## src/rtl/aes_sbox_pkg.sv

```systemverilog
// Shared constants, loader state encoding and GF(2^8) helpers for the S-box SRAM loader.
package aes_sbox_pkg;

    localparam int unsigned SBOX_DEPTH   = 256;
    localparam logic [7:0]  AFFINE_C     = 8'h63;
    localparam logic [7:0]  INV_AFFINE_C = 8'h05;
    // Low byte of the AES field polynomial x^8 + x^4 + x^3 + x + 1 (0x11B)
    localparam logic [7:0]  GF_POLY_LO   = 8'h1B;

    typedef enum logic [2:0] {
        ST_IDLE,
        ST_WRITE,
        ST_DRAIN,
        ST_VERIFY,
        ST_DONE
    } loader_state_e;

    // Multiply by x in GF(2^8) modulo 0x11B
    function automatic logic [7:0] gf_mul2(input logic [7:0] a);
        return {a[6:0], 1'b0} ^ (a[7] ? GF_POLY_LO : 8'h00);
    endfunction

    // Shift-and-add product in GF(2^8)
    function automatic logic [7:0] gf_mul(input logic [7:0] a, input logic [7:0] b);
        logic [7:0] p;
        logic [7:0] t;
        p = 8'h00;
        t = a;
        for (int i = 0; i < 8; i++) begin
            if (b[i]) p = p ^ t;
            t = gf_mul2(t);
        end
        return p;
    endfunction

endpackage

```

## src/rtl/sbox_gen.sv

```systemverilog
// Combinational AES S-box: field inverse plus affine map, forward or inverse direction.
module sbox_gen
    import aes_sbox_pkg::*;
#(
    parameter bit INVERSE = 1'b0
) (
    input  logic [7:0] idx,
    output logic [7:0] val_c
);

    // Multiplicative inverse as x^254 (maps 0 to 0)
    function automatic logic [7:0] gf_inv(input logic [7:0] x);
        logic [7:0] sq;
        logic [7:0] acc;
        sq  = x;
        acc = 8'h01;
        for (int i = 1; i < 8; i++) begin
            sq  = gf_mul(sq, sq);
            acc = gf_mul(acc, sq);
        end
        return acc;
    endfunction

    function automatic logic [7:0] affine_fwd(input logic [7:0] x);
        return x ^ {x[6:0], x[7]} ^ {x[5:0], x[7:6]} ^ {x[4:0], x[7:5]}
                 ^ {x[3:0], x[7:4]} ^ AFFINE_C;
    endfunction

    function automatic logic [7:0] affine_inv(input logic [7:0] x);
        return {x[6:0], x[7]} ^ {x[4:0], x[7:5]} ^ {x[1:0], x[7:2]} ^ INV_AFFINE_C;
    endfunction

    // Direction chosen at elaboration time
    always_comb begin
        val_c = 8'h00;
        if (INVERSE) val_c = gf_inv(affine_inv(idx));
        else         val_c = affine_fwd(gf_inv(idx));
    end

endmodule

```

## src/rtl/sbox_sram_loader.sv

```systemverilog
// Loads the 256-entry S-box into a dual-port SRAM, optionally reads it back,
// then hands SRAM port 1 to the SubBytes datapath.
module sbox_sram_loader
    import aes_sbox_pkg::*;
#(
    parameter int unsigned ADDR_WIDTH = 8,
    parameter int unsigned DATA_WIDTH = 8,
    parameter bit          INVERSE    = 1'b0,
    parameter bit          VERIFY     = 1'b1
) (
    input  logic                  clk,
    input  logic                  rst,
    input  logic                  start,
    output logic                  busy,
    output logic                  done,
    output logic                  error,
    output logic [ADDR_WIDTH-1:0] err_addr,
    output logic                  sram_csb0,
    output logic [ADDR_WIDTH-1:0] sram_addr0,
    output logic [DATA_WIDTH-1:0] sram_din0,
    output logic                  sram_csb1,
    output logic [ADDR_WIDTH-1:0] sram_addr1,
    input  logic [DATA_WIDTH-1:0] sram_dout1,
    input  logic                  user_csb1,
    input  logic [ADDR_WIDTH-1:0] user_addr1
);

    localparam logic [ADDR_WIDTH-1:0] CNT_LAST = ADDR_WIDTH'(SBOX_DEPTH - 1);

    loader_state_e         state;
    logic [ADDR_WIDTH-1:0] cnt;
    logic                  vtail;
    logic                  csb1_q;
    logic [ADDR_WIDTH-1:0] addr1_q;
    logic                  cmp_vld;
    logic [DATA_WIDTH-1:0] exp_q;
    logic [ADDR_WIDTH-1:0] exp_addr_q;
    logic [7:0]            gen_val_c;

    sbox_gen #(
        .INVERSE (INVERSE)
    ) u_sbox_gen (
        .idx   (8'(cnt)),
        .val_c (gen_val_c)
    );

    // Loader FSM, write/read port drive and readback compare.
    // Port 1 is preloaded with address 0 on leaving DRAIN so each VERIFY
    // cycle's address register already shows cnt; its expected value follows
    // one stage behind to meet the returning read data.
    always_ff @(posedge clk) begin
        if (rst) begin
            state      <= ST_IDLE;
            cnt        <= '0;
            vtail      <= 1'b0;
            busy       <= 1'b0;
            done       <= 1'b0;
            error      <= 1'b0;
            err_addr   <= '0;
            sram_csb0  <= 1'b1;
            sram_addr0 <= '0;
            sram_din0  <= '0;
            csb1_q     <= 1'b1;
            addr1_q    <= '0;
            cmp_vld    <= 1'b0;
            exp_q      <= '0;
            exp_addr_q <= '0;
        end else begin
            cmp_vld <= 1'b0;
            if (cmp_vld && (sram_dout1 != exp_q) && !error) begin
                error    <= 1'b1;
                err_addr <= exp_addr_q;
            end
            case (state)
                ST_IDLE, ST_DONE: begin
                    if (start) begin
                        state <= ST_WRITE;
                        cnt   <= '0;
                        busy  <= 1'b1;
                        done  <= 1'b0;
                        error <= 1'b0;
                    end
                end
                ST_WRITE: begin
                    sram_csb0  <= 1'b0;
                    sram_addr0 <= cnt;
                    sram_din0  <= DATA_WIDTH'(gen_val_c);
                    cnt        <= ADDR_WIDTH'(cnt + 1'b1);
                    if (cnt == CNT_LAST) state <= ST_DRAIN;
                end
                ST_DRAIN: begin
                    sram_csb0 <= 1'b1;
                    cnt       <= '0;
                    if (VERIFY) begin
                        state   <= ST_VERIFY;
                        csb1_q  <= 1'b0;
                        addr1_q <= '0;
                        vtail   <= 1'b0;
                    end else begin
                        state <= ST_DONE;
                        done  <= 1'b1;
                        busy  <= 1'b0;
                    end
                end
                ST_VERIFY: begin
                    if (!vtail) begin
                        exp_q      <= DATA_WIDTH'(gen_val_c);
                        exp_addr_q <= cnt;
                        cmp_vld    <= 1'b1;
                        cnt        <= ADDR_WIDTH'(cnt + 1'b1);
                        addr1_q    <= ADDR_WIDTH'(cnt + 1'b1);
                        if (cnt == CNT_LAST) begin
                            csb1_q  <= 1'b1;
                            addr1_q <= '0;
                            vtail   <= 1'b1;
                        end
                    end else begin
                        state <= ST_DONE;
                        vtail <= 1'b0;
                        done  <= 1'b1;
                        busy  <= 1'b0;
                    end
                end
                default: state <= ST_IDLE;
            endcase
        end
    end

    // Port 1 belongs to the datapath only once the table is loaded
    assign sram_csb1  = done ? user_csb1  : csb1_q;
    assign sram_addr1 = done ? user_addr1 : addr1_q;

endmodule

```

## config.mk

```make
export PLATFORM = sky130hd
export DESIGN_NAME = sbox_sram_loader
export DESIGN_NICKNAME = d
export VERILOG_FILES = /design/src/rtl/aes_sbox_pkg.sv /design/src/rtl/sbox_gen.sv /design/src/rtl/sbox_sram_loader.sv
export SDC_FILE = /design/constraint.sdc
export NUM_CORES = 1
export LEC_CHECK = 0
export CAP_MARGIN = 20
export CORE_MARGIN = 3
export CORE_UTILIZATION = 60
export CTS_CLUSTER_SIZE = 30
export DETAILED_ROUTE_END_ITERATION = 8
export GPL_TIMING_DRIVEN = 0
export PLACE_DENSITY_LB_ADDON = 0.05
export SLEW_MARGIN = 5
export SYNTH_ARGS = -nofsm -noshare
export SYNTH_HDL_FRONTEND = slang
export SYNTH_SLANG_ARGS = --single-unit
```

## constraint.sdc

```tcl
create_clock -name clk -period 22.6 [get_ports clk]
set_input_delay 2.26 -clock clk [delete_from_list [all_inputs] [get_ports clk]]
set_output_delay 2.26 -clock clk [all_outputs]
set_load 0.1 [all_outputs]
```

==> run metrics <==
status=finished, final reports clean; Post-DP HPWL=47900 um; site row count=65; CP Data Required Time=around 23 ns; CTS H-tree depth=3; syn nets=2560; post-place setup slack=approximately 3.7 ns; Via Count=19600; Hold Buf Count CTS=0; Worst R2R Start=cnt[6]; worst endpoint data arrival time=19.73 ns; Final Critical Period=19.48 ns; CTS Sinks=66; Top Metal Used=met4; met1 WL=approximately 27000 um; max-slew violations=0; Setup TNS=0 ns; top-count cell post-synth=xnor2_1; Synth area leader=xnor2_1; Post-Syn Instances=2528; total track usage=35.6%; first-pass iteration count of the detailed router=6; area grow syn2layout=7.14%; Fillers=2860; multi-input logic area=0.0171 sq mm; Initial Util=61.0%; antenna fix cells=0; Initial DRC Count=about 2000; synthesized area=0.0193 sq mm; clk buf depth=2; total CTS buffers=9; top cells by area, synth=xnor2_1 16%, xnor3_1 13%, dfxtp_1 6.8%, nor2_1 6.5%, nand2_1 6.1%; post-synth cell types=110; Boundary Pins=57; die width=approximately 190 um; Hold Path End=sram_din0[1]; worst skew pair latency=0.32 ns; total gr overflow=0; most used cell, CP=xnor2_1; Core ar.=approximately 0.032 sq mm; Placement Cell Area=0.0204 sq mm; Reg2Reg Depth=59; CTS resizes=0; clk_skew=0.00495 ns; R2R Path End=exp_q[5]; CTS tree=built; Port Buffers=55; drt drc=0; routability-driven placement congestion ratio=1.03; RSZ-0062 raised after global routing=no; WHS Path Cells=2; number of global-route vias before repair=~18000; Worst-Margin Slew=1.14 ns; Setup-failing EPs final=0; hold_sp=sram_din0[1]; final worst slack=3.12 ns; normalized max-slew margin=23.5%; Max Fclk=51.3 MHz; register area=0.00132 sq mm; Post-synth ARST share=0%; CP max stage delay=0.79 ns; Syn Area/Cell=7.64 sq um; antenna violations before repair=0; Clock Root Buffer=clkbuf_16; first-pass GRT wire length=99300 um; Worst Hold Class=flip-flop to flip-flop; Final Hold Vio Count=0; Synth Register Bits=66; reg-to-reg slack, setup=between 3 and 4 ns; post-route cell area=0.0207 sq mm; synth warn=0; DR WL met3=6410 um; worst-path fanout max=10; post-CTS setup buffers=0; layout cells sized above 1=under 10%; max_cap viols=0; Post-synth top flop=dfxtp_1; metal2 WL=27800 um; Worst setup SP type=flip-flop; top cells by count, synth=361 x xnor2_1, 333 x nor2_1, 312 x nand2_1; Worst Path Class, Setup=flip-flop to flip-flop; height of the chip=185 um; fin crit share=86.2%; vias per cell=6.51; sequential share of the synthesized area=6.84%; # nets final=around 2600; Routed WL per cell=20.8 um; Post-synth EDFFs=0; ANT nets after route=0; share of the synthesized area in the top cell type=16.4%; Post-Route WL=roughly 63000 um; CP endpoint kind=flip-flop; pin count of the biggest net entering global routing=12; critical path's slowest cell=xnor2_1; clock slew at reported path FFs=0.05 ns; Die ar.=0.0344 sq mm
## cell type report
class / count / share of cell area (%)
buffer: 183 / 3.60
clock buffer: 11 / 1.13
clock inverter: 5 / 0.266
inverter: 28 / 0.508
multi-input combinational: 2251 / 82.8
sequential: 66 / 6.39
tap: 402 / 2.43
timing repair buffer: 60 / 2.84
## worst max-delay path, delay by kind of cell, from the launching register on
family                     cells  cell delay (ns)
adders and majority gates      3             1.33
muxes                          3             0.84
and+or+nand+nor                8             2.15
xor gates and xnor gates      17             6.41
DFF                            1             0.42
AOI/OAI and AO/OA             14             3.45
buffers and inverters         14             4.72
## sequential cells by signal, summed over array words and instances (netlist names), 3 cells and up
name / cells
cnt: 8
sram_addr0: 8
state: 3
err_addr: 8
addr1_q: 8
exp_addr_q: 8
exp_q: 8
sram_din0: 8
## logic make-up (layout without fill, tap and decap cells)
logic type                 count (synthesis)  count (layout)  share of synthesized area, %
xor gates and xnor gates                 646             646                          41.7
DFF                                       66              66                          6.84
muxes                                     82              82                          4.40
AOI/OAI and AO/OA                        560             560                          19.7
buffers and inverters                    211             287                          4.40
adders and majority gates                 13              13                         0.830
and+or+nand+nor                          950             950                          22.1
## layout by cell type, fill, tap and decap left out, types with 12 or more instances in the layout
cell and n:
xnor2_1 361, nor2_1 333, nand2_1 312, a21oi_1 152, clkbuf_1 137, xnor3_1 115, xor2_1 108, o21ai_0 93
dfxtp_1 66, nor3_1 65, nand3_1 63, mux2i_1 61, clkdlybuf4s50_1 55, a211oi_1 34, o22ai_1 32, a22oi_1 31
a31oi_1 28, buf_2 25, nand2b_1 23, o211ai_1 21, inv_1 20, nand4_1 20, mux2_2 19, or3_1 18
nor4_1 18, buf_1 17, and3_1 15, xnor2_4 13, nor2b_1 13, xnor2_2 13, xor3_1 12, and2_1 12
ha_1 12
## worst max path at each step
stage,to,start
CTS,sram_din0[2],cnt[6]
global route,exp_q[1],cnt[6]
finish,exp_q[5],cnt[6]
floorplan,exp_q[4],cnt[6]
detailed placement,sram_din0[1],cnt[6]
global placement,sram_din0[1],cnt[6]
## per-layer routing
| metal | vias up | GRT usage (%) |
|---|---|---|
| li1 | 9057 | - |
| met1 | 9212 | 51.1 |
| met2 | 1123 | 56.5 |
| met3 | 165 | 4.28 |
| met4 | 0 | 10.3 |
| met5 | - | 0 |
## stage by stage
| step | instances | hold WS (ns) | utilization, % |
|---|---|---|---|
| 2_1_floorplan | 2528 | 0.431 | - |
| 3_3_place_gp | 2985 | 0.446 | 64.3 |
| 3_5_place_dp | 2986 | 0.451 | 64.4 |
| 4_1_cts | 3002 | 0.463 | 65.3 |
| 5_1_grt | 3006 | 0.478 | 65.4 |
| 6_report | 3006 | 0.462 | 65.4 |
Power is not shown: default switching activity piles up to over one toggle a cycle in this logic, so the estimate is an artifact.
